==> src/rtl/rv_core_pkg.sv <==
// Shared core definitions: widths, reset PC, NOP encoding,
// fetch-state encoding and a word-alignment helper.
package rv_core_pkg;

  localparam int          XLEN             = 32;
  localparam logic [31:0] RESET_PC_DEFAULT = 32'h0000_0000;
  localparam logic [31:0] NOP_INSTR        = 32'h0000_0013;

  typedef enum logic [1:0] {
    FS_EMPTY,
    FS_INFLIGHT,
    FS_HELD,
    FS_BAD
  } fetch_state_e;

  function automatic logic [31:0] align_word(
    input logic [31:0] a
  );
    return {a[31:2], 2'b00};
  endfunction

endpackage

==> src/rtl/if_skid_buf.sv <==
// One-entry PC+instruction holding register.
// Ports: i_load/i_clear control, i_pc/i_instr in, o_valid/o_pc/o_instr out.
module if_skid_buf #(
  parameter int XLEN = 32
) (
  input  logic            clk,
  input  logic            rst_n,
  input  logic            i_load,
  input  logic            i_clear,
  input  logic [XLEN-1:0] i_pc,
  input  logic [XLEN-1:0] i_instr,
  output logic            o_valid,
  output logic [XLEN-1:0] o_pc,
  output logic [XLEN-1:0] o_instr
);

  logic            r_valid;
  logic [XLEN-1:0] r_pc;
  logic [XLEN-1:0] r_instr;

  // Clear wins so a redirect always drops a held entry.
  always_ff @(posedge clk or negedge rst_n) begin
    if (!rst_n) begin
      r_valid <= 1'b0;
      r_pc    <= '0;
      r_instr <= '0;
    end else if (i_clear) begin
      r_valid <= 1'b0;
    end else if (i_load) begin
      r_valid <= 1'b1;
      r_pc    <= i_pc;
      r_instr <= i_instr;
    end
  end

  assign o_valid = r_valid;
  assign o_pc    = r_pc;
  assign o_instr = r_instr;

endmodule

==> src/rtl/if_fetch_unit.sv <==
// Fetch front end: PC, imem request, response/skid pairing, redirect.
// Ports: clk/rst_n, imem_*, redirect_*, if_valid/if_ready/if_pc/if_instr.
module if_fetch_unit #(
  parameter int              XLEN     = rv_core_pkg::XLEN,
  parameter logic [XLEN-1:0] RESET_PC =
    rv_core_pkg::RESET_PC_DEFAULT
) (
  input  logic            clk,
  input  logic            rst_n,
  output logic [XLEN-1:0] imem_addr,
  output logic            imem_req,
  input  logic [XLEN-1:0] imem_instr,
  input  logic            redirect_valid,
  input  logic [XLEN-1:0] redirect_pc,
  output logic            if_valid,
  input  logic            if_ready,
  output logic [XLEN-1:0] if_pc,
  output logic [XLEN-1:0] if_instr
);
  import rv_core_pkg::*;

  logic [XLEN-1:0] r_pc;
  logic            r_rsp_valid;
  logic [XLEN-1:0] r_rsp_pc;

  logic            w_skid_valid;
  logic [XLEN-1:0] w_skid_pc;
  logic [XLEN-1:0] w_skid_instr;
  logic            w_skid_load;
  logic            w_skid_clear;

  fetch_state_e    w_state;
  logic            w_issue;
  logic [XLEN-1:0] w_fetch_pc;

  always_comb begin
    w_state = FS_EMPTY;
    case ({w_skid_valid, r_rsp_valid})
      2'b00:   w_state = FS_EMPTY;
      2'b01:   w_state = FS_INFLIGHT;
      2'b10:   w_state = FS_HELD;
      default: w_state = FS_BAD;
    endcase
  end

  always_comb begin
    if_pc    = '0;
    if_instr = '0;
    case (w_state)
      FS_HELD: begin
        if_pc    = w_skid_pc;
        if_instr = w_skid_instr;
      end
      FS_INFLIGHT: begin
        if_pc    = r_rsp_pc;
        if_instr = imem_instr;
      end
      default: begin
        if_pc    = '0;
        if_instr = '0;
      end
    endcase
  end

  assign if_valid = (w_skid_valid | r_rsp_valid)
                  & ~redirect_valid;

  assign w_issue = ~(if_valid & ~if_ready);

  assign w_fetch_pc = redirect_valid
                    ? align_word(redirect_pc)
                    : r_pc;

  assign imem_addr = {2'b00, w_fetch_pc[XLEN-1:2]};

  // Memory reads every cycle; the flag only reports real issues.
  assign imem_req = w_issue & rst_n;

  assign w_skid_load  = (w_state == FS_INFLIGHT)
                      & if_valid & ~if_ready;
  assign w_skid_clear = redirect_valid
                      | ((w_state == FS_HELD) & if_ready);

  always_ff @(posedge clk or negedge rst_n) begin
    if (!rst_n) begin
      r_pc        <= RESET_PC;
      r_rsp_valid <= 1'b0;
      r_rsp_pc    <= '0;
    end else if (w_issue) begin
      r_pc        <= w_fetch_pc + XLEN'(4);
      r_rsp_valid <= 1'b1;
      r_rsp_pc    <= w_fetch_pc;
    end else begin
      r_rsp_valid <= 1'b0;
    end
  end

  if_skid_buf #(
    .XLEN(XLEN)
  ) u_skid (
    .clk     (clk),
    .rst_n   (rst_n),
    .i_load  (w_skid_load),
    .i_clear (w_skid_clear),
    .i_pc    (r_rsp_pc),
    .i_instr (imem_instr),
    .o_valid (w_skid_valid),
    .o_pc    (w_skid_pc),
    .o_instr (w_skid_instr)
  );

endmodule

==> config.mk <==
export PLATFORM = sky130hd
export DESIGN_NAME = if_fetch_unit
export DESIGN_NICKNAME = d
export VERILOG_FILES = /design/src/rtl/rv_core_pkg.sv /design/src/rtl/if_skid_buf.sv /design/src/rtl/if_fetch_unit.sv
export SDC_FILE = /design/constraint.sdc
export NUM_CORES = 1
export LEC_CHECK = 0
export BUFFER_PORTS_ARGS = -buffer_cell sky130_fd_sc_hd__buf_2
export CORE_MARGIN = 2
export CORE_UTILIZATION = 40
export DETAILED_ROUTE_END_ITERATION = 10
export MAX_ROUTING_LAYER = met4
export PLACE_DENSITY = 0.71
export SYNTH_ARGS = -nofsm -noshare
export SYNTH_HDL_FRONTEND = slang
export SYNTH_HIERARCHICAL = 1
export SYNTH_SLANG_ARGS = --single-unit
==> constraint.sdc <==
create_clock -name clk -period 5.8 [get_ports clk]
set_input_delay 1.16 -clock clk [delete_from_list [all_inputs] [get_ports clk]]
set_output_delay 1.16 -clock clk [all_outputs]
set_load 0.005 [all_outputs]
* After elaboration in Yosys (flattened, before gate mapping)
Cells that the tools add are included.
** Word-level totals
- Input port bits :: 68
- Output and inout bits :: 98
- Logic and storage cells :: 33
- Register bits :: 130
** Operators by class
- $add $sub $neg :: 1
- Bitwise logic cells :: 12
- Reduce and logical (&&, ||, !) cells :: 3
- Equality and inequality tests :: 4
- Muxes and demuxes :: 7
** Operator list (count)
- $pmux W32 S2 :: 2
- $add A32 B3 Y32 const B :: 1
- $mux W32 :: 1
- $and A1 B1 Y1 :: 6
- $pmux W2 S3 :: 1
- $eq A2 B1 Y1 const B :: 2
- $eq A2 B2 Y1 const B :: 2
- $not A1 Y1 :: 4
- $mux W1 :: 3
- $logic_not A2 Y1 :: 1
- $or A1 B1 Y1 :: 2
- $reduce_and A2 Y1 :: 1
- $reduce_bool A2 Y1 :: 1

* Logic depth before layout (Yosys ltp)
- Depth in word-level cells :: 7
- Depth in mapped cells :: 10
- Gate-level depth less buffers :: 7

* Hierarchy
Netlist, hierarchy kept.
** By module, submodules not included
- if_fetch_unit :: sequential area each 1526.5 um^2, cells an instance 478, times used 1, area each 4211.5 um^2
- if_skid_buf :: sequential area each 1626.6 um^2, cells an instance 139, times used 1, area each 2733.9 um^2

* Worst setup path after synthesis
OpenSTA, ideal clock, no wires.
- Path kind :: input to output
- From :: in redirect_valid
- To :: out imem_req
- Slack :: 2.482 ns
- Required time :: 4.640 ns
- Stages on the path :: 5
- Arrival :: 2.158 ns
- Path buffers :: 2
- Cell sequence :: buf_4 nor3_1 inv_2 clkbuf_1 and2_1
** On the way
- Word-level cells in the longest chain between the ends :: 5
** RTL lines
- from (decl) :: line if_fetch_unit.sv:13 : input logic redirect_valid,
- $not A1 Y1 :: line if_fetch_unit.sv:66 : & ~redirect_valid;
- $and A1 B1 Y1 :: line if_fetch_unit.sv:66
- $and A1 B1 Y1 :: line if_fetch_unit.sv:68 : assign w_issue = ~(if_valid & ~if_ready);
- $not A1 Y1 :: line if_fetch_unit.sv:68
- $and A1 B1 Y1 :: line if_fetch_unit.sv:77 : assign imem_req = w_issue & rst_n;
- to (decl) :: line if_fetch_unit.sv:11 : output logic imem_req,
Every way passes these cells.

* Worst setup path in the final report
- From :: in redirect_valid
- To :: out imem_addr[22]
** On the way
- Word-level cells in the longest chain between the ends :: 1
** RTL lines
- $mux W32 :: line if_fetch_unit.sv:71 : ? align_word(redirect_pc)
- to (decl) :: line if_fetch_unit.sv:10 : output logic [XLEN-1:0] imem_addr,
Every way passes these cells.

==> impl_metrics.env <==
export IMPL_area_growth_pct=22.5
export IMPL_fmax_mhz=246
export IMPL_syn_avg_cell_area_um2=11.3
export IMPL_core_um2=17100
export IMPL_layout_drive_gt1_share_pct=37.5
export IMPL_crit_top_cell="buf_2"
export IMPL_port_buffers=161
export IMPL_detail_route_first_pass_iterations=5
export IMPL_synth_area_mux_share_pct=19.3
export IMPL_die_y_um=136
export IMPL_crit_family="buffers and inverters"
export IMPL_grt_setup_unrepaired="false"
export IMPL_drt_iter0_markers=345
export IMPL_drt_total_wl_mm=17.4
export IMPL_fill_cells=1538
export IMPL_crit_buf_inv=4
export IMPL_drc=0
export IMPL_cts_root_buf="clkbuf_16"
export IMPL_fin_ws_ns=1.74
export IMPL_netlist_area_um2=6950
export IMPL_slowest_stage="buf_2"
export IMPL_internal_power_w=0.00227
export IMPL_rr_startpoint="u_skid/o_valid$_DFFE_PN0P_"
export IMPL_postCtsSetupBuffers=0
export IMPL_grt_pass1_vias=5007
export IMPL_clk_latency_ns=0.42
export IMPL_cts_buffer_depth=2
export IMPL_wl_per_cell_um=17.3
export IMPL_cts_tree="built"
export IMPL_final_nets=845
export IMPL_critical_path_class="input pin to output port"
export IMPL_syn_inst=617
export IMPL_synth_compound_area_share_pct=14.9
export IMPL_hold_buffers=0
export IMPL_die_area_um2=18400
export IMPL_numCtsBuffers=17
export IMPL_synth_top_family_by_area="multiplexers"
export IMPL_powerDensity_nw_per_um2=367
export IMPL_hp_start="r_pc[31]$_DFFE_PN0N_"
export IMPL_period_needed_ns=4.06
export IMPL_synth_area_leaders="dfrtp_1, mux2_4, a22o_1, mux2i_1, nor2_1"
export IMPL_slew_headroom_pct=32.7
export IMPL_diodes=0
export IMPL_initial_core_util_pct=40.6
export IMPL_vias_per_cell=5.31
export IMPL_maxSlewViolCount=0
export IMPL_worst_ep_arrival_time_ns=2.90
export IMPL_path_cells="buf_2 -> buf_4 -> mux2i_1 -> inv_1 -> buf_2"
export IMPL_period_share_pct=70.1
export IMPL_crit_required_ns=4.64
export IMPL_critPathCaptureType="output port"
export IMPL_seqPwrFrac_pct=39.7
export IMPL_ff_latch_area_um2=3150
export IMPL_leakagePower_nw=4.08
export IMPL_dp_cells=979
export IMPL_skew_ns=0.00993
export IMPL_pre_cts_ws_ns=1.73
export IMPL_yosys_area_top_type="dfrtp_1"
export IMPL_grt_remaining_overflow=0
export IMPL_yosys_area_share_xor_xnor_pct=2.40
export IMPL_synth_warnings=6
export IMPL_vias=5371
export IMPL_io_pin_count=166
export IMPL_synth_top_cell_area_share_pct=45.4
export IMPL_regToRegSetupSlack_ns=3.07
export IMPL_antenna_found_initial=0
export IMPL_p_sw_share_pct=27.3
export IMPL_clock_sinks=126
export IMPL_std_cell_rows=48
export IMPL_layoutNonFillerInstCount=1011
export IMPL_ir_drop_uv=201
export IMPL_maxCapViolCount=0
export IMPL_ys_seq_area_share_pct=45.4
export IMPL_grt_max_degree=97
export IMPL_place_congestion=0.904
export IMPL_ys_ff_latch=126
export IMPL_ant_nets=0
export IMPL_holdPathStages=2
export IMPL_synth_simple_area_share_pct=11.2
export IMPL_die_w_um=136
export IMPL_post_dp_cell_area_um2=7860
export IMPL_ys_types=45
export IMPL_reg2regPathDepth=7
export IMPL_cts_resized=0
export IMPL_hold_ws_ns=0.501
export IMPL_cts_htree_levels=4
export IMPL_regToRegEndpoint="u_skid/o_instr[7]$_DFFE_PN0P_"
export IMPL_async_reset_ff_share_pct=100
export IMPL_worstHoldEndpoint="r_pc[31]$_DFFE_PN0N_"
export IMPL_grt_pass1_wl_mm=27.5
export IMPL_max_stage_delay_ns=0.69
export IMPL_clkPwrFrac_pct=37.4
export IMPL_tightest_slew_ns=1.01
export IMPL_post_dp_hpwl_mm=12.1
export IMPL_worstSetupStartpoint="redirect_valid"
export IMPL_start_kind="input pin"
export IMPL_hold_viol=0
export IMPL_switching_power_w=0.000855
export IMPL_critPathMaxFanout=43
export IMPL_grtUsageTotal_pct=20.0
export IMPL_setup_violations_final=0
export IMPL_multiInputGateArea_um2=3390
export IMPL_finalSetupTns_ns=0
export IMPL_synthAdderAreaFrac_pct=0.721
export IMPL_hold_path_class="register to register"
export IMPL_status="complete, no violations"
export IMPL_synth_ff_type="dfrtp_1"
export IMPL_synth_edf_count=0
export IMPL_cts_clk_slew_worst_paths_ns=0.06
export IMPL_pwr_share_comb_pct=22.9
export IMPL_design_area_um2=8510
how the worst max path moves through the flow:
stage | end | cells after the start
after floorplan | imem_req | 5
after global placement | imem_addr[12] | 5
after detailed placement | imem_addr[12] | 5
after CTS | imem_addr[12] | 5
after global routing | imem_addr[22] | 5
final | imem_addr[22] | 5
registers in the layout, indices dropped and copies added, names as in the netlist:
register,cells
u_skid/o_instr,32
u_skid/o_pc,32
r_pc,30
r_rsp_pc,30
r_rsp_valid,1
u_skid/o_valid,1
worst register-to-register path: cells and delay by family, from the launching register on:
kind	cells	cell delay (ns)
adder cells (fa/ha/maj)	1	0.23
multiplexers	1	0.34
flip-flops	1	0.37
buffers and inverters	2	0.51
AND/OR/NAND/NOR	3	1.16
synthesized netlist by cell type (3+ instances only):
cell        n
nand3b_1    9
o31ai_1     4
nor2_1     59
a222oi_1    3
mux2i_1    29
clkbuf_1   26
a21oi_1    44
buf_6       3
xnor2_1    16
nand4_1     9
a22o_1     62
and2_1      4
buf_12      7
xor2_1      3
nor3_1      4
nand2_1    30
mux2_2     13
ha_1        4
dfrtp_1   126
nand4b_1    5
nor4_1      5
o22ai_1     3
mux2_4     60
o31a_1      4
nand3_1    22
a22oi_1     3
o21a_1      4
buf_4       5
o21ai_0     4
inv_1      25
layout by cell type (no fill, tap or decap), types with 22 or more instances in the layout:
master / Yosys / final
a21oi_1: 44 / 44
a22o_1: 62 / 62
buf_2: 2 / 160
dfrtp_1: 126 / 126
inv_1: 25 / 25
mux2_4: 60 / 60
mux2i_1: 29 / 29
nand2_1: 30 / 30
nand3_1: 22 / 22
nor2_1: 59 / 59
stage by stage:
stage	total power, W	utilization (%)
after floorplan	0.00171	-
after global placement	0.00195	45.9
after detailed placement	0.00197	45.9
after CTS	0.00315	49.7
after global routing	0.00329	49.7
final	0.00313	49.7
power by group through the flow:
stage	clock, W	sequential [W]	combinational [W]
final	0.00117	0.00124	0.000717
after global placement	0	0.00124	0.000707
after global routing	0.00124	0.00127	0.000784
after CTS	0.00119	0.00124	0.000723
after detailed placement	0	0.00125	0.000717
after floorplan	0	0.00121	0.000504
metal layers:
metal | vias up | global-route usage (%) | part of all wire, %
met5 | - | - | 0
met4 | 0 | 5.67 | 0.90
met3 | 12 | 4.64 | 6.5
met2 | 202 | 28.6 | 44
met1 | 2607 | 28.3 | 48
li1 | 2550 | - | -
logic make-up after synthesis:
group | count (synthesis)
compound gates | 139
xor+xnor | 19
fa+ha+maj | 4
buf+inv | 70
flops | 126
mux | 102
other cells | 1
simple gates | 156
layout make-up:
class                   instances  share of cell area (%)
well taps                     225                    3.31
multi-input cells             424                    39.8
clock buffers                  18                    5.16
inverters                      27                    1.19
clock inverters                14                    2.54
repair buffers                177                    10.9
flip-flops and latches        126                    37.0
(Power assumes the default switching activity.)
